### src/rtl/ap_result_collector.sv
// Purpose : packs dot-product result elements into rows of no_of_units lanes and
//           buffers the rows in a small FIFO for a downstream consumer.
// Latency : 1 cycle from the accepted element that completes a row to row_valid (empty FIFO).
// Backpr. : accept_ready drops while the FIFO is full or the pass is done; the head row
//           holds on row_out until row_valid && row_ready.
//
// Ports:
//   clk, reset          - single rising-edge clock, synchronous active-high reset
//   total               - elements in this pass, captured while reset is high
//   result, AP_total_mem_we - element and its one-cycle write strobe from the producer
//   accept_ready        - producer may issue strobes (feeds its outsider_read_now)
//   row_out, row_valid, row_ready - packed row stream, lane 0 in the LSBs
//   rows_collected      - number of rows pushed into the FIFO (wraps at 2^32)
//   done                - sticky: all elements accepted and FIFO drained
//   overflow_err        - sticky strobe-while-not-ready flag
//
// Optional feature: define AP_COLLECT_OVERFLOW_FLAG_EN to build the overflow detector;
// without it overflow_err is tied low.
module ap_result_collector #(
    parameter int element_width = 32,
    parameter int no_of_units   = 8,
    parameter int fifo_depth    = 4
) (
    input  logic                                 clk,
    input  logic                                 reset,
    input  logic [31:0]                          total,
    input  logic [element_width-1:0]             result,
    input  logic                                 AP_total_mem_we,
    output logic                                 accept_ready,
    output logic [element_width*no_of_units-1:0] row_out,
    output logic                                 row_valid,
    input  logic                                 row_ready,
    output logic [31:0]                          rows_collected,
    output logic                                 done,
    output logic                                 overflow_err
);

    localparam int ROW_W  = element_width * no_of_units;
    localparam int PTR_W  = $clog2(fifo_depth);
    localparam int OCC_W  = PTR_W + 1;
    localparam int LANE_W = (no_of_units > 1) ? $clog2(no_of_units) : 1;

    logic [LANE_W-1:0] lane_idx;
    logic [31:0]       elem_cnt;
    logic [31:0]       total_q;
    logic [31:0]       row_cnt;
    logic [ROW_W-1:0]  asm_row;
    logic [ROW_W-1:0]  asm_next;
    logic [ROW_W-1:0]  mem [fifo_depth];
    logic [PTR_W-1:0]  wr_ptr;
    logic [PTR_W-1:0]  rd_ptr;
    logic [OCC_W-1:0]  occ;

    logic fifo_empty;
    logic fifo_full;
    logic pass_done;
    logic accept;
    logic last_elem;
    logic lane_last;
    logic push;
    logic pop;

    assign fifo_empty = (occ == '0);
    assign fifo_full  = (occ == OCC_W'(fifo_depth));

    // Pass completion is a pure function of registered state; once true nothing can
    // change elem_cnt or occ again, so it stays set until the next reset.
    assign pass_done = (elem_cnt == total_q) && fifo_empty;

    // Outputs are forced to zero for the whole reset cycle so a mid-pass reset
    // discards buffered rows immediately, not one cycle later.
    assign accept_ready   = !reset && !fifo_full && !pass_done;
    assign done           = !reset && pass_done;
    assign row_valid      = !reset && !fifo_empty;
    assign row_out        = row_valid ? mem[rd_ptr] : '0;
    assign rows_collected = reset ? '0 : row_cnt;

    // Strobes beyond the expected count (while the last rows drain) are dropped so
    // the element count can never overrun total.
    assign accept    = AP_total_mem_we && accept_ready && (elem_cnt != total_q);
    assign last_elem = ((elem_cnt + 32'd1) == total_q);
    assign lane_last = (lane_idx == LANE_W'(no_of_units - 1));
    assign push      = accept && (lane_last || last_elem);
    assign pop       = row_valid && row_ready;

    // Assembly register with the incoming element merged into its lane; lanes not yet
    // written are still zero because the register is cleared after every push.
    always_comb begin
        asm_next = asm_row;
        asm_next[int'(lane_idx)*element_width +: element_width] = result;
    end

    always_ff @(posedge clk) begin
        if (reset) begin
            total_q  <= total;
            lane_idx <= '0;
            elem_cnt <= '0;
            asm_row  <= '0;
            wr_ptr   <= '0;
            rd_ptr   <= '0;
            occ      <= '0;
            row_cnt  <= '0;
        end else begin
            if (accept) begin
                elem_cnt <= elem_cnt + 32'd1;
                if (push) begin
                    asm_row  <= '0;
                    lane_idx <= '0;
                end else begin
                    asm_row  <= asm_next;
                    lane_idx <= lane_idx + 1'b1;
                end
            end
            if (push) begin
                wr_ptr  <= wr_ptr + 1'b1;
                row_cnt <= row_cnt + 32'd1;
            end
            if (pop) begin
                rd_ptr <= rd_ptr + 1'b1;
            end
            // Simultaneous push and pop leaves occupancy unchanged.
            case ({push, pop})
                2'b10:   occ <= occ + 1'b1;
                2'b01:   occ <= occ - 1'b1;
                default: occ <= occ;
            endcase
        end
    end

    // Row storage needs no reset: entries are only visible once written and counted.
    always_ff @(posedge clk) begin
        if (push) begin
            mem[wr_ptr] <= asm_next;
        end
    end

`ifdef AP_COLLECT_OVERFLOW_FLAG_EN
    logic ovf_q;

    always_ff @(posedge clk) begin
        if (reset) begin
            ovf_q <= 1'b0;
        end else if (AP_total_mem_we && !accept_ready && !pass_done) begin
            ovf_q <= 1'b1;
        end
    end

    assign overflow_err = !reset && ovf_q;
`else
    assign overflow_err = 1'b0;
`endif

endmodule

### config.mk
export PLATFORM = sky130hd
export DESIGN_NAME = ap_result_collector
export DESIGN_NICKNAME = d
export VERILOG_FILES = /design/src/rtl/ap_result_collector.sv
export SDC_FILE = /design/constraint.sdc
export NUM_CORES = 2
export LEC_CHECK = 0
export BUFFER_PORTS_ARGS = -buffer_cell sky130_fd_sc_hd__clkbuf_2
export CORE_MARGIN = 5
export CORE_UTILIZATION = 40
export CTS_BUF_LIST = sky130_fd_sc_hd__clkbuf_8
export CTS_CLUSTER_DIAMETER = 150
export DETAILED_ROUTE_END_ITERATION = 10
export HOLD_SLACK_MARGIN = 0.03
export PLACE_DENSITY_LB_ADDON = 0.12
export RECOVER_POWER = 25
export SKIP_CTS_REPAIR_TIMING = 1
export SYNTH_ARGS = -nofsm -noshare
export SYNTH_HDL_FRONTEND = slang
export SYNTH_SLANG_ARGS = --single-unit
### constraint.sdc
create_clock -name clk -period 16.64 [get_ports clk]
set_input_delay 1.664 -clock clk [delete_from_list [all_inputs] [get_ports clk]]
set_output_delay 1.664 -clock clk [all_outputs]
set_load 0.02 [all_outputs]
# --- Word level (Yosys, flattened, before mapping) ---
# Memories as Yosys holds them, arrays and structs flattened. A register that Yosys moved wholly into a read port is not among the register bits.
# Cells that the tools add are included.
word_totals:
  mem_bits_rw: 1024
  output_inout_bits: 292
  in_bits: 68
  memories: 1
  ff_bits: 362
  wordCells: 52
op_classes:
  shifts: 2
  n_addsub: 8
  eq_ne: 7
  n_mux: 10
  reduce_logical: 16
mem_list:
  columns: ["name", "words", "width", "rd", "rd_clocked_by_memory_dff", "wr", "line", "rtl"]
  rows:
  - ["mem", 4, 256, 1, 1, 1, "49", "logic [ROW_W-1:0] mem [fifo_depth];"]
ops:
  columns: ["operator", "count"]
  rows:
  - ["$mux 256", 2]
  - ["$bwmux 256", 1]
  - ["$shift 32x33->256 const A", 1]
  - ["$shiftx 32x33->256", 1]
  - ["$add 32x1->32 const B", 2]
  - ["$eq 32x32->1", 2]
  - ["$neg 8->33", 1]
  - ["$mux 32", 1]
  - ["$ne 32x32->1", 1]
  - ["$logic_and 1x1->1", 9]
  - ["$add 3x1->3 const B", 2]
  - ["$eq 3x3->1 const B", 2]
  - ["$pmux 3 s2", 1]
  - ["$add 2x1->2 const B", 2]
  - ["$logic_not 1->1", 4]
  - ["$mux 2", 2]
  - ["$logic_not 3->1", 1]
  - ["$mux 3", 1]
  - ["$sub 3x1->3 const B", 1]
  - ["$eq 2x1->1 const B", 1]
  - ["$eq 2x2->1 const B", 1]
  - ["$mux 1", 2]
  - ["$reduce_bool 2->1", 1]
  - ["$logic_or 1x1->1", 1]

# --- Logic depth before layout (Yosys ltp) ---
depth:
  depth_word: 9
  mapped_depth: 17
  mapped_depth_nobuf: 15

# --- Worst setup path before layout ---
# Ideal clock, no wire load.
synth_timing:
  path_kind: "register to register"
  from: "reg elem_cnt[0]"
  to: "mem mem[0][0] (netlist bit), enable pin"
  arrival_time_ns: 9.222
  required_time_ns: 15.991
  path_buffers: 3
  stages_incl_launch_ff: 13
  synth_period_minus_slack_ns: 9.871
  slack_ns: 6.769
  setup_time_ns: 0.649
  cell_sequence: "dfxtp_1 > ha_1 > nand3_1 > or4_1 > buf_2 > nor3_1 > o21ai_0 > or4_1 > or4_4 > buf_4 > a21oi_4 > clkbuf_1 > and2_1"
synth_via:
  elab_chain_len: 9
  word_cells_on_any_way: 13
  cone_classes: "1 x add/sub; 3 x eq/ne; 2 x mux; 7 x reduce/logical"
synth_lines:
  columns: ["element", "line", "rtl"]
  rows:
  - ["start, declared", "44", "logic [31:0] elem_cnt;"]
  - ["start signal, assigned", "105", "elem_cnt <= elem_cnt + 32'd1;"]
  - ["branches (longest 6 deep; another with $add 32x1->32)", null, null]
  - ["$logic_and 1x1->1 (*)", "83", "assign push = accept && (lane_last || last_elem);"]
  - ["$mux 1 (*)", "132", "if (push) begin"]
  - ["$mux 1 (not written as such) (*)", "133", "mem[wr_ptr] <= asm_next;"]
  - ["end, declared", "49", null]
# Every way passes the cells marked *.

# --- Worst setup path in the final report ---
layout_timing:
  from: "in reset"
  to: "out row_out[151]"
layout_via:
  elab_chain_len: 3
layout_lines:
  columns: ["element", "line", "rtl"]
  rows:
  - ["start, declared", "25", "input logic reset,"]
  - ["$logic_not 1->1", "74", "assign row_valid = !reset && !fifo_empty;"]
  - ["$logic_and 1x1->1", "74", null]
  - ["$mux 256", "75", "assign row_out = row_valid ? mem[rd_ptr] : '0;"]
  - ["end, declared", "30", "output logic [element_width*no_of_units-1:0] row_out,"]
# No other way between the ends.

==> results.toml <==
[timing]
fin_crit_sh = 0.568
rsz0062_at_grt = "false"
tightestPinTransition_ns = 5.23
period_needed_ns = 9.45
skew_ns = 0.0352
finalHoldViolCount = 0
slew-limit-headroom = -2.49
drv_slew = 471
fmax_mhz = 106
tns_ns = 0
finalSetupViolations = 0
hold_slack_ns = 0.472

[yosys]
yosysMostFrequentCell = "edfxtp_1"
yosys_most_used_dff = "edfxtp_1"
synth_edf_count = 1056
synth.largest_area_cell = "edfxtp_1"
ys_ff_latch = 1388
async_flop_share = 0
yosys-top-cells-area = "edfxtp_1 56%, dfxtp_1 12%, mux4_2 10%, mux2i_1 4.0%, and2_1 2.9%"
synth_nets = 3962
synthTopCellsByCount = "1056 x edfxtp_1, 397 x nand2_1, 332 x dfxtp_1"
ys_warn_count = 0
syn_inst = 3879
syn-mean-instance-area_um2 = 14.7
synth_top_area_frac = 0.555
synth_area_mm2 = 0.0571
seq_area_frac_synth = 0.672
ys_types = 67

[drt]
drt_wl_total_um = 157000
avgRoutedWirePerCell_um = 24.7
num_vias = 33900
firstDrtPassIters = 5
viasPerCell = 5.35
drc = 0
ant_nets = 0
dr.first_iter.drc_count = 2872

[worst_setup_path]
path_class = "input pin to output port"
worstPathArrival_ns = 7.78
end_kind = "output port"
cp-start-kind = "input pin"
cp_max_fo = 215
cp.required_ns = 14.98

[hold_path]
min_path_type = "flop to flop"

[clock_network]
worstSkewPairLatency_ns = 0.94
clock-sinks = 1388
cts_tree = "yes"
clkTransAtPathRegs_ns = 0.06
root_buffer = "clkbuf_8"
htreeDepth = 4
cts_made_buffers = 225
clk_path_buf_depth = 3

[die]
pin_count = 360
die_w_um = 388
rows = 138
fp.dieH_um = 388
die_area_mm2 = 0.150
core_mm2 = 0.142
initial_utilization = 0.403

[global_routing]
grt_pass1_wl_um = 233000
grt_max_degree = 216
overflow = 0
grt_pass1_vias = 34500
grt_antenna_before_repair = 28
grtUsageTotal = 0.207

[power_and_ir_drop]
peakVddDrop_mv = 0.0802
power_density_mw_per_mm2 = 104
leakagePower_nw = 22.3

[job]
max-cap-violations = 8

[cells_and_area]
drive_above_1_share = 0.224
fin_cells = 6334
final_nets = 4315
design_area_mm2 = 0.0651
area_growth_pct = 14.0

[placement]
port_buffers = 358
placed_cells = 5895
dpl.hpwl_um = 94300
placed_cell_area_mm2 = 0.0607
gp_congestion = 0.798

[status]
violations = "capacitance limit, slew limit"
status = "finished with violations"
flip-flops by register name, indices dropped and copies added (netlist names), named ones only:
register,cells
asm_row,256
wr_ptr,2
total_q,32
rd_ptr,2
lane_idx,3
row_cnt,32
elem_cnt,32
mem,1024
occ,3
power by group:
part	switching, mW	total [mW]	internal (mW)	leakage, nW
combinational	0.135	0.190	0.0552	6.92
sequential	0.0114	3.73	3.72	12.8
clock	1.37	2.87	1.50	2.64
total	1.51	6.79	5.27	22.3
per-stage QoR:
stage | power (mW) | util | setup slack [ns]
floorplan | 3.91 | - | 6.77
global placement | 3.99 | 0.428 | 10.56
detailed placement | 4.00 | 0.428 | 10.51
CTS | 6.88 | 0.459 | 10.06
global route | 7.06 | 0.459 | 6.80
finish | 6.79 | 0.459 | 7.19
metal layers:
layer  GRT usage  routed length, um
met1       0.295              70700
met2       0.330              73500
met3      0.0369               9630
met4      0.0512               2780
met5           0                  0
area by class of cell:
type / instances / area [um^2]
repair buffers: 407 / 2220
clock buffers: 256 / 3520
diodes: 10 / 25.0
well taps: 1890 / 2360
multi-input cells: 2189 / 17600
flip-flops and latches: 1388 / 38400
clock inverters: 173 / 912
inverters: 21 / 78.8
fillers: 12700 / 76600
path summary, 6_finish.rpt:
kind                               endpoint                       from  slack (ns)  depth (start not counted)
setup / recovery               row_out[151]                      reset        7.19                          5
hold / removal    asm_row[255]$_SDFFE_PP0P_  asm_row[255]$_SDFFE_PP0P_        0.47                          2
setup reg to reg       mem[2][50]$_DFFE_PP_   elem_cnt[0]$_SDFFE_PP0P_       10.45                         10
hold reg to reg   asm_row[255]$_SDFFE_PP0P_  asm_row[255]$_SDFFE_PP0P_        0.47                          2
cells by family (layout without fill, tap and decap cells):
kind of cell,after synthesis,after routing,share of synthesized area
AO/OA/AOI/OAI,315,315,0.0315
XOR/XNOR,77,77,0.0118
adder cells (fa/ha/maj),15,15,0.00342
buffers and inverters,302,857,0.0211
flip-flops,1388,1388,0.672
multiplexers,546,546,0.153
other,1,11,0.0000657
AND/OR/NAND/NOR,1235,1235,0.107
layout by cell type, fill, tap and decap left out, types with 26 or more instances in the layout:
master    netlist  final
o21ai_0       237    237
buf_4           4     35
mux4_2        256    256
nor2b_1        28     28
inv_1          20    121
and2_1        263    259
mux2i_1       227    227
nand3_1        26     26
mux2_2         59     27
nor3_1        246    246
mux2_1          4     36
nand4_1        31     31
clkinv_1        0     41
clkbuf_2        0    355
nor2_1        147    146
xnor2_1        48     48
dfxtp_1       332    330
xor2_1         29     29
nor4_1         43     43
clkbuf_8        0    256
edfxtp_1     1056   1056
nand2_1       397    390
worst max-delay path, stage by stage:
cell and delay (ns):
clkbuf_1 3.61, nor2_4 0.86, buf_12 0.50, and2_1 0.45, clkbuf_2 0.17
(Power assumes the default switching activity.)
